<file path="src/rtl/key_sequencer.sv">
// Serial key loader that replays three keys in lock-step with a locked FSM's counter.
// Optional even-parity load check is enabled by defining KEYSEQ_PARITY_EN.
module key_sequencer #(
  parameter int KEY_W     = 11,
  parameter int PHASE_LEN = 6,
  parameter int NUM_KEYS  = 3
) (
  input  logic             clk,
  input  logic             rst,
  input  logic             load_start,
  input  logic             cfg_bit,
  input  logic             cfg_valid,
  output logic             cfg_ready,
  output logic [KEY_W-1:0] key_out,
  output logic             armed,
  output logic [1:0]       phase,
  output logic             cfg_err
);

  localparam int PERIOD = PHASE_LEN * NUM_KEYS;
  localparam int CW     = $clog2(PERIOD);
  localparam int TOT    = KEY_W * NUM_KEYS;
  localparam int BW     = $clog2(TOT + 2);

  localparam logic [1:0] S_IDLE  = 2'd0;
  localparam logic [1:0] S_LOAD  = 2'd1;
  localparam logic [1:0] S_RUN   = 2'd2;
`ifdef KEYSEQ_PARITY_EN
  localparam logic [1:0] S_CHECK = 2'd3;
`endif

  logic [CW-1:0]    cnt;
  logic [1:0]       state;
  logic [TOT-1:0]   keys;
  logic [BW-1:0]    bit_cnt;
  logic [KEY_W-1:0] key_sel;

  // Mirror of the locked FSM's counter; it advances on the falling edge.
  always_ff @(negedge clk or posedge rst) begin
    if (rst) begin
      cnt <= '0;
    end else if (cnt >= CW'(PERIOD - 1)) begin
      cnt <= '0;
    end else begin
      cnt <= cnt + 1'b1;
    end
  end

  always_comb begin
    phase = '0;
    for (int k = 1; k < NUM_KEYS; k++) begin
      if (cnt >= CW'(k * PHASE_LEN)) begin
        phase = 2'(k);
      end
    end
  end

  always_comb begin
    key_sel = '0;
    for (int k = 0; k < NUM_KEYS; k++) begin
      if (phase == 2'(k)) begin
        key_sel = keys[k*KEY_W +: KEY_W];
      end
    end
  end

  assign cfg_ready = (state == S_LOAD);

`ifdef KEYSEQ_PARITY_EN
  logic par;
  logic pbit;
  logic err;

  assign cfg_err = err;
`else
  assign cfg_err = 1'b0;
`endif

  always_ff @(posedge clk or posedge rst) begin
    if (rst) begin
      state   <= S_IDLE;
      keys    <= '0;
      bit_cnt <= '0;
      armed   <= 1'b0;
      key_out <= '0;
`ifdef KEYSEQ_PARITY_EN
      par     <= 1'b0;
      pbit    <= 1'b0;
      err     <= 1'b0;
`endif
    end else begin
      key_out <= (state == S_RUN && !load_start) ? key_sel : '0;
      if (load_start) begin
        state   <= S_LOAD;
        keys    <= '0;
        bit_cnt <= '0;
        armed   <= 1'b0;
`ifdef KEYSEQ_PARITY_EN
        par     <= 1'b0;
        err     <= 1'b0;
`endif
      end else begin
        unique case (1'b1)
          state == S_IDLE: ;
          state == S_RUN:  ;
          state == S_LOAD: begin
            if (cfg_valid) begin
`ifdef KEYSEQ_PARITY_EN
              if (bit_cnt == BW'(TOT)) begin
                pbit  <= cfg_bit;
                state <= S_CHECK;
              end else begin
                keys    <= {cfg_bit, keys[TOT-1:1]};
                par     <= par ^ cfg_bit;
                bit_cnt <= bit_cnt + 1'b1;
              end
`else
              // First bit shifts down to keys[0] once all bits are in.
              keys    <= {cfg_bit, keys[TOT-1:1]};
              bit_cnt <= bit_cnt + 1'b1;
              if (bit_cnt == BW'(TOT - 1)) begin
                state <= S_RUN;
                armed <= 1'b1;
              end
`endif
            end
          end
`ifdef KEYSEQ_PARITY_EN
          state == S_CHECK: begin
            if (pbit == par) begin
              state <= S_RUN;
              armed <= 1'b1;
            end else begin
              state <= S_IDLE;
              err   <= 1'b1;
            end
          end
`endif
          default: state <= S_IDLE;
        endcase
      end
    end
  end

endmodule

</file>
<file path="config.mk">
export PLATFORM = sky130hd
export DESIGN_NAME = key_sequencer
export DESIGN_NICKNAME = d
export VERILOG_FILES = /design/src/rtl/key_sequencer.sv
export SDC_FILE = /design/constraint.sdc
export NUM_CORES = 1
export LEC_CHECK = 0
export ABC_AREA = 1
export BUFFER_PORTS_ARGS = -buffer_cell sky130_fd_sc_hd__clkbuf_2
export CAP_MARGIN = 20
export CORE_MARGIN = 10
export CORE_UTILIZATION = 41
export DETAILED_ROUTE_END_ITERATION = 8
export PLACE_DENSITY = 0.64
export SLEW_MARGIN = 20
export SYNTH_ARGS = -nofsm -noshare
export SYNTH_HDL_FRONTEND = slang
export SYNTH_SLANG_ARGS = --single-unit
</file>
<file path="constraint.sdc">
create_clock -name clk -period 2 [get_ports clk]
set_clock_uncertainty 0.05 [all_clocks]
set_input_delay 0.4 -clock clk [delete_from_list [all_inputs] [get_ports clk]]
set_output_delay 0.4 -clock clk [all_outputs]
set_load 0.01 [all_outputs]
</file>
==> results of run 1 <==
==> cells by family (layout without fill, tap and decap cells) <==
group	after synthesis	in the layout	synth area share [%]
AND/OR/NAND/NOR	122	122	21.6
buffers and inverters	64	101	10.6
flip-flops	58	58	55.7
AO/OA/AOI/OAI	41	41	9.31
adder cells (fa/ha/maj)	5	5	2.40
other	1	1	0.144
XOR/XNOR	1	1	0.336
==> metrics by stage <==
step | hold WS, ns | cell area, sq um | total power, W | utilization [%]
6_report | 0.247 | 3070 | 0.00217 | 50.7
5_1_grt | 0.258 | 3070 | 0.00227 | 50.7
2_1_floorplan | 0.344 | 2640 | 0.00127 | -
3_5_place_dp | 0.427 | 2860 | 0.00130 | 47.2
4_1_cts | 0.231 | 3050 | 0.00221 | 50.3
3_3_place_gp | 0.412 | 2860 | 0.00130 | 47.2
==> flip-flops by register name, summed over array words and instances (netlist names) <==
| register | count |
|---|---|
| keys | 33 |
| bit_cnt | 6 |
| state | 2 |
| key_out | 11 |
| cnt | 5 |
| armed | 1 |
==> cell type report <==
| cell class | instances | share of cell area, % |
|---|---|---|
| well taps | 75 | 3.05 |
| clock buffers | 11 | 4.60 |
| inverters | 50 | 6.31 |
| clock inverters | 3 | 0.570 |
| repair buffers | 37 | 8.47 |
| flip-flops and latches | 58 | 47.3 |
| multi-input cells | 170 | 29.7 |
==> metal layers <==
layer  track usage (%)  share of wire, %  vias to the layer above
met5                 0                 0                        -
met4              7.28               1.5                        0
met3              3.18               3.2                        7
met2              17.5                48                       27
met1              14.6                47                      929
li1                  -                 -                     1013
==> worst max-delay path by stage <==
stage | start | to | slack (ns) | depth (start not counted)
6_report | cnt[0]$_DFF_NP0_ | phase[0] | -0.78 | 7
5_1_grt | cnt[0]$_DFF_NP0_ | phase[0] | -0.85 | 7
4_1_cts | cnt[0]$_DFF_NP0_ | phase[0] | -0.79 | 7
3_5_place_dp | cnt[0]$_DFF_NP0_ | phase[0] | -0.47 | 7
3_3_place_gp | cnt[0]$_DFF_NP0_ | phase[0] | -0.45 | 7
2_1_floorplan | cnt[0]$_DFF_NP0_ | phase[0] | -0.53 | 7
==> critical path, delay by kind of cell, from the launching register on <==
kind / cells / cell delay, ns
simple gates: 3 / 0.24
buf+inv: 3 / 0.19
flops: 1 / 0.42
fa+ha+maj: 1 / 0.15
==> timing repair <==
item	CTS	global route
buffers inserted	2	0
pin swaps	4	8
resized for setup	4	5
endpoints found under the setup margin	13	13
==> cells in the final DEF, fill, tap and decap left out, types with 12 or more instances in the layout <==
master,netlist,layout
clkbuf_2,0,18
buf_4,5,15
nand2_1,43,41
nor2_2,12,12
o22ai_1,30,30
nand4_1,13,13
inv_1,48,45
nor2_1,33,33
dfrtp_1,53,53
nand3_1,13,13
==> power groups by stage <==
stage | combinational, W | sequential [W] | clock (W)
after floorplan | 0.0000690 | 0.00120 | 0
after global placement | 0.0000956 | 0.00121 | 0
after global routing | 0.000109 | 0.00118 | 0.000972
after CTS | 0.0000971 | 0.00118 | 0.000923
after detailed placement | 0.0000969 | 0.00121 | 0
final | 0.0000946 | 0.00119 | 0.000895
==> flow_summary.yaml, run 1 <==
outcome:
  status: "finished with violations"
  failed_checks: "setup timing"
power_and_ir_drop:
  p_leak_nw: 1.43
  seqPwrFrac_pct: 54.5
  p_per_area_nw_per_um2: 708
  p_int_w: 0.00167
  ir_drop_v: 0.000366
  netSwitchingPower_w: 0.000504
  power.share.clock_pct: 41.2
  p_sw_share_pct: 23.2
  p_comb_share_pct: 4.4
clock_network:
  cts_tree: "built"
  h-tree-depth: 3
  ctsHoldBuffers: 0
  cts_made_buffers: 9
  cts_buffer_depth: 2
  clock_sinks: 58
  clockRootBuffer: "clkbuf_8"
  cts.clk_slew.worst_paths_ns: 0.06
  clk_latency_ns: 0.33
route:
  drt_iter0_drc: 118
  drc: 0
  wl_per_cell_um: 13.5
  dr.pass1.iters: 4
  ant_nets: 0
  via_per_inst: 4.89
  routed_wl_um: 5460
  vias: 1976
worst_setup_path:
  required_ns: 1.55
  crit_type: "flop to output port"
  slowest_delay_ns: 0.42
  cp_max_fo: 2
  reg2reg_depth: 10
  r2r_end: "key_out[3]$_DFF_PP0_"
  end_kind: "output port"
  cp_data_arrival_time_ns: 2.33
  crit_chain: "inv_2, ha_4, nand2_4, nand3_2, nand2_4, inv_4, clkbuf_2"
  slowest_stage: "dfrtn_1"
  r2r_slack_ns: -0.49
  crit_top_cell: "nand2_4"
  rr_startpoint: "cnt[0]$_DFF_NP0_"
  start_kind: "flop"
worst_hold_path:
  hp-start: "cfg_bit"
  holdPathStages: 3
  hold_end: "keys[32]$_DFFE_PP0P_"
  hold_path_class: "input pin to flop"
floorplanning:
  dieWidth_um: 99.8
  start_util_pct: 43.0
  die_height_um: 99.8
  design.die.area_sq_um: 9950
  pin_count: 21
  num_rows: 28
  coreArea_sq_um: 6060
final_layout:
  drive_above_1_share_pct: 22.8
  n_antenna_cell: 0
  regArea_sq_um: 1450
  num-nets-final: 336
  syn2layout_area_growth_pct: 17.8
  finalNonFillerCells: 404
  n_fill_cell: 590
  multi_input_area_sq_um: 913
yosys:
  syn-num-nets: 302
  synth_top_area_share_pct: 50.9
  synth_area_sq_um: 2610
  yosysSeqAreaShare_pct: 55.7
  avgSynthCellArea_sq_um: 8.93
  synth_cells: 292
  yosysWarningCount: 0
  ys_top_cells_by_count: "dfrtp_1, inv_1, nand2_1"
  synth.largest_area_cell: "dfrtp_1"
  yosysMostFrequentCell: "dfrtp_1"
  synth_top_flop_cell: "dfrtp_1"
  synthArstFlopShare_pct: 100
  synth_edf_count: 0
  synth_area_leaders: "dfrtp_1, o22ai_1, inv_1"
  synth_cell_type_count: 24
  synth_seq_cells: 58
timing:
  worstMarginPinSlew_ns: 0.667
  setup_viol: 13
  fin_ws_ns: -0.779
  finalMaxSlewViolations: 0
  relSlewSlack_pct: 55.6
  tns_ns: -6.55
  rsz0062_at_grt: "true"
  hold_violations: 0
placed_design:
  place_ws_ns: -0.466
  place_congestion: 0.772
  placement.io_buffers: 19
  dpl.hpwl_um: 3720
  dp.cells: 388
global_routing:
  globalRouteOverflowTotal: 0
  grt_max_degree: 54
  grt_pass1_vias: 1970
  grt_use_total_pct: 11.7
  antenna_found_initial: 0
  grt_first_pass_wirelength_um: 9340
job:
  maxCapViolations: 0
No activity file was read; power rests on OpenSTA's default activity.
==> run 2: changes to the inputs <==
--- a/config.mk
+++ b/config.mk
@@ -10,6 +10,7 @@
 export CAP_MARGIN = 20
 export CORE_MARGIN = 10
 export CORE_UTILIZATION = 41
+export CTS_BUF_LIST = sky130_fd_sc_hd__clkbuf_2 sky130_fd_sc_hd__clkbuf_4 sky130_fd_sc_hd__clkbuf_8
 export DETAILED_ROUTE_END_ITERATION = 8
 export PLACE_DENSITY = 0.64
 export SLEW_MARGIN = 20
==> run 2 against run 1 <==
The flow still finishes with violations (setup timing). Clock power rose by 2%. First-iteration DRC count fell by 5.1%. Flip-flop and latch count did not move. Worst setup slack barely moved. Critical path depth did not move. Largest cell class unchanged. Cell count did not move.
==> flow_summary.yaml, run 2 (synthesis gave the netlist of run 1 again) <==
placed_design:
  place_congestion: 0.772
  dpl.hpwl_um: 3720
  placement.io_buffers: 19
timing:
  relSlewSlack_pct: 55.3
  hold_violations: 0
  timing.hold.ws_ns: 0.243
  finalMaxSlewViolations: 0
  worstMarginPinSlew_ns: 0.671
  rsz0062_at_grt: "true"
  fin_ws_ns: -0.779
  setup_viol: 13
global_routing:
  grt_pass1_vias: 1969
  globalRouteOverflowTotal: 0
  groute.layer.met1.usage_pct: 14.6
  grt_use_total_pct: 11.7
  top_usage_layer: "met2"
  grt_util_met3_pct: 3.18
  grt_max_degree: 54
  gr-usage-met2_pct: 17.5
  grt_first_pass_wirelength_um: 9360
  antenna_found_initial: 0
floorplanning:
  design.die.area_sq_um: 9950
  coreArea_sq_um: 6060
  dieWidth_um: 99.8
  pin_count: 21
  die_height_um: 99.8
  start_util_pct: 43.0
  num_rows: 28
worst_hold_path:
  hp-start: "cfg_bit"
  hold_path_class: "input pin to flop"
final_layout:
  final_cell_mix: "dfrtp_1, inv_1, nand2_1"
  drive_above_1_share_pct: 23.1
  num-nets-final: 336
  n_antenna_cell: 0
  largest_register_ffs: 33
  layout_commonest_cell: "dfrtp_1"
  fin_util_pct: 50.7
  reg_top3: "keys x33, key_out x11, bit_cnt x6"
  largest-register: "keys"
  syn2layout_area_growth_pct: 17.9
worst_setup_path:
  end_kind: "output port"
  cp_data_arrival_time_ns: 2.33
  cp_max_fo: 2
  start_kind: "flop"
  startpoint: "cnt[0]$_DFF_NP0_"
  crit_type: "flop to output port"
  required_ns: 1.55
  rr_startpoint: "cnt[0]$_DFF_NP0_"
clock_network:
  clock_sinks: 58
  clockRootBuffer: "clkbuf_8"
  clk_latency_ns: 0.33
  cts.clk_slew.worst_paths_ns: 0.06
  h-tree-depth: 3
  cts_made_buffers: 9
  cts_tree: "built"
  cts_buffer_depth: 2
route:
  wl_per_cell_um: 13.5
  via_per_inst: 4.92
  dr.pass1.iters: 4
  drc: 0
  ant_nets: 0
  routed_wl_um: 5450
  drt_iter0_drc: 112
  vias: 1989
power_and_ir_drop:
  ir_drop_v: 0.000368
  p_leak_nw: 1.44
  p_per_area_nw_per_um2: 713
outcome:
  failed_checks: "setup timing"
  status: "finished with violations"
job:
  maxCapViolations: 0
run 2: metal layers:
layer  up-vias  part of all wire (%)
met2        24                    47
li1       1013                     -
met1       942                    47
met4         0                   2.2
met3        10                   3.1
met5         -                     0
run 2: cell type report:
cell class,count,area (sq um)
Fill cell,592,2990
Sequential cell,58,1450
Multi-Input combinational cell,170,913
Timing Repair Buffer,37,260
Inverter,50,194
Clock buffer,11,145
Tap cell,75,93.8
Clock inverter,3,17.5
run 2: per-stage QoR:
step / instance area [sq um] / setup WS (ns) / setup TNS [ns] / cells / power, W
after floorplan: 2640 / -0.528 / -4.68 / 292 / 0.00127
after global placement: 2860 / -0.451 / -5.31 / 388 / 0.00130
after detailed placement: 2860 / -0.466 / -5.58 / 388 / 0.00130
after CTS: 3050 / -0.792 / -6.58 / 404 / 0.00222
after global routing: 3080 / -0.855 / -7.80 / 404 / 0.00228
final: 3080 / -0.779 / -6.50 / 404 / 0.00219
run 2: where the power goes:
group,leakage (nW),switching [W],internal (W)
clock network,0.0845,0.000434,0.000478
logic,0.565,0.0000694,0.0000253
registers,0.789,0.00000492,0.00118
total,1.44,0.000508,0.00168
run 2: worst max-delay path: stages, from the launching register on:
cell      delay [ns]
dfrtn_1         0.42
inv_2           0.05
ha_4            0.15
nand2_4         0.05
nand3_2         0.09
nand2_4         0.10
inv_4           0.03
clkbuf_2        0.11
run 2: final timing paths:
path	cells after the start	endpoint	slack (ns)
setup / recovery	7	phase[0]	-0.78
hold / removal	3	keys[32]$_DFFE_PP0P_	0.24
min in group asynchronous	3	key_out[6]$_DFF_PP0_	0.33
hold reg to reg	2	armed$_DFFE_PP0P_	0.44
setup reg to reg	10	key_out[3]$_DFF_PP0_	-0.49
max in group asynchronous	2	cnt[2]$_DFF_NP0_	0.91
run 2: what timing repair did:
| action | in CTS | in global routing |
|---|---|---|
| buffers inserted | 2 | 0 |
| pin swaps | 4 | 8 |
| resized for setup | 4 | 5 |
| setup endpoints to repair | 13 | 13 |
| hold buffers | 0 | 0 |
==> run 3: changes to the inputs <==
--- a/config.mk
+++ b/config.mk
@@ -8,11 +8,13 @@
 export ABC_AREA = 1
 export BUFFER_PORTS_ARGS = -buffer_cell sky130_fd_sc_hd__clkbuf_2
 export CAP_MARGIN = 20
+export CELL_PAD_IN_SITES_DETAIL_PLACEMENT = 1
+export CELL_PAD_IN_SITES_GLOBAL_PLACEMENT = 1
 export CORE_MARGIN = 10
 export CORE_UTILIZATION = 41
 export CTS_BUF_LIST = sky130_fd_sc_hd__clkbuf_2 sky130_fd_sc_hd__clkbuf_4 sky130_fd_sc_hd__clkbuf_8
 export DETAILED_ROUTE_END_ITERATION = 8
-export PLACE_DENSITY = 0.64
+export PLACE_DENSITY = 0.78
 export SLEW_MARGIN = 20
 export SYNTH_ARGS = -nofsm -noshare
 export SYNTH_HDL_FRONTEND = slang
==> run 3 against run 2 <==
The flow still finishes with violations (setup timing). Sequential share of layout area decreased by 2.5 points. Flip-flop and latch count unchanged. Core utilization increased by 2.8 points. Clock-buffer cell count increased by 3. Cell area increased by 5.5%. Global-route usage increased by 2.8 points. Routed wire length increased by 39%. Worst hold slack improved by 0.024 ns.
==> flow_summary.yaml, run 3 (synthesis gave the netlist of run 1 again) <==
outcome:
  status: "finished with violations"
  failed_checks: "setup timing"
final_layout:
  drive_above_1_share_pct: 27.3
  reg_top3: "keys x33, key_out x11, bit_cnt x6"
  n_antenna_cell: 0
  syn2layout_area_growth_pct: 24.5
  layout_commonest_cell: "dfrtp_1"
  largest_register_ffs: 33
  largest-register: "keys"
  finalNonFillerCells: 416
  num-nets-final: 346
  final_cell_mix: "dfrtp_1, inv_1, nand2_1"
  stdcell_area_sq_um: 3250
timing:
  worstMarginPinSlew_ns: 0.679
  fin_ws_ns: -0.877
  hold_violations: 0
  tns_ns: -8.66
  setup_viol: 13
  rsz0062_at_grt: "true"
  timing.hold.ws_ns: 0.268
  finalMaxSlewViolations: 0
  relSlewSlack_pct: 54.7
route:
  ant_nets: 0
  dr.pass1.iters: 4
  wl_per_cell_um: 18.3
  via_per_inst: 5.34
  drc: 0
  drt_iter0_drc: 121
  vias: 2220
  routed_wl_um: 7600
global_routing:
  grt_pass1_vias: 2331
  globalRouteOverflowTotal: 0
  grt_use_total_pct: 14.5
  grt_first_pass_wirelength_um: 11500
  antenna_found_initial: 0
  grt_max_degree: 54
floorplanning:
  coreArea_sq_um: 6060
  start_util_pct: 43.0
  die_height_um: 99.8
  design.die.area_sq_um: 9950
  num_rows: 28
  dieWidth_um: 99.8
  pin_count: 21
placed_design:
  placement.io_buffers: 19
  post_dp_cell_area_sq_um: 2880
  dp.cells: 390
  place_congestion: 0.782
  dpl.hpwl_um: 4370
  place_ws_ns: -0.497
worst_setup_path:
  reg2reg_depth: 8
  crit_type: "flop to output port"
  start_kind: "flop"
  cp_max_fo: 3
  required_ns: 1.55
  cp_data_arrival_time_ns: 2.43
  end_kind: "output port"
clock_network:
  clk_latency_ns: 0.33
  cts_made_buffers: 9
  clock_sinks: 58
  cts_tree: "built"
  cts_buffer_depth: 2
  clockRootBuffer: "clkbuf_8"
  h-tree-depth: 3
  cts.clk_slew.worst_paths_ns: 0.06
worst_hold_path:
  hold_path_class: "input pin to flop"
  holdPathStages: 3
power_and_ir_drop:
  ir_drop_v: 0.000379
  p_per_area_nw_per_um2: 710
  p_leak_nw: 1.53
job:
  maxCapViolations: 0
-- run 3: layout make-up --
type,count,area (sq um)
clock buffer,14,180
clock inverter,2,10.0
fill,718,2820
inverter,50,194
multi-input combinational,170,938
sequential,58,1450
tap,75,93.8
timing repair buffer,47,378
-- run 3: path summary, 6_finish.rpt --
check                                     from  slack, ns                    to
max                           cnt[1]$_DFF_NP0_      -0.88              phase[0]
min                                    cfg_bit       0.27  keys[32]$_DFFE_PP0P_
max reg2reg                   cnt[1]$_DFF_NP0_      -0.71  key_out[9]$_DFF_PP0_
min reg2reg                keys[0]$_DFFE_PP0P_       0.49   keys[0]$_DFFE_PP0P_
max in group asynchronous                  rst       0.89      cnt[2]$_DFF_NP0_
min in group asynchronous                  rst       0.37  key_out[4]$_DFF_PP0_
-- run 3: per-stage QoR --
step | utilization (%) | total power (W)
detailed placement | 47.5 | 0.00130
global placement | 47.5 | 0.00130
floorplan | - | 0.00127
CTS | 52.3 | 0.00232
global route | 53.6 | 0.00240
finish | 53.6 | 0.00230
-- run 3: what timing repair did --
action,in CTS,in global routing
pin swaps,9,7
buffers inserted,4,7
endpoints found under the setup margin,13,13
cloned,1,0
hold buffers,0,0
resized for setup,10,11
-- run 3: critical path, cell delays in order (launching register included) --
cell	delay, ns
dfrtn_1	0.55
ha_4	0.20
nand2_4	0.06
nand3_4	0.09
nand2_4	0.07
inv_4	0.05
buf_6	0.09
-- run 3: power breakdown --
part / leakage [nW] / internal [W] / switching, W
clock network: 0.103 / 0.000575 / 0.000447
logic: 0.642 / 0.0000252 / 0.0000722
registers: 0.789 / 0.00118 / 0.00000472
total: 1.53 / 0.00178 / 0.000524
-- run 3: per-layer routing --
| metal | up-vias | global-route usage, % | part of all wire [%] |
|---|---|---|---|
| li1 | 1025 | - | - |
| met4 | 0 | 6.06 | 3.6 |
| met2 | 49 | 24.8 | 52 |
| met5 | - | 0 | 0 |
| met3 | 21 | 3.32 | 3.9 |
| met1 | 1125 | 17.0 | 40 |
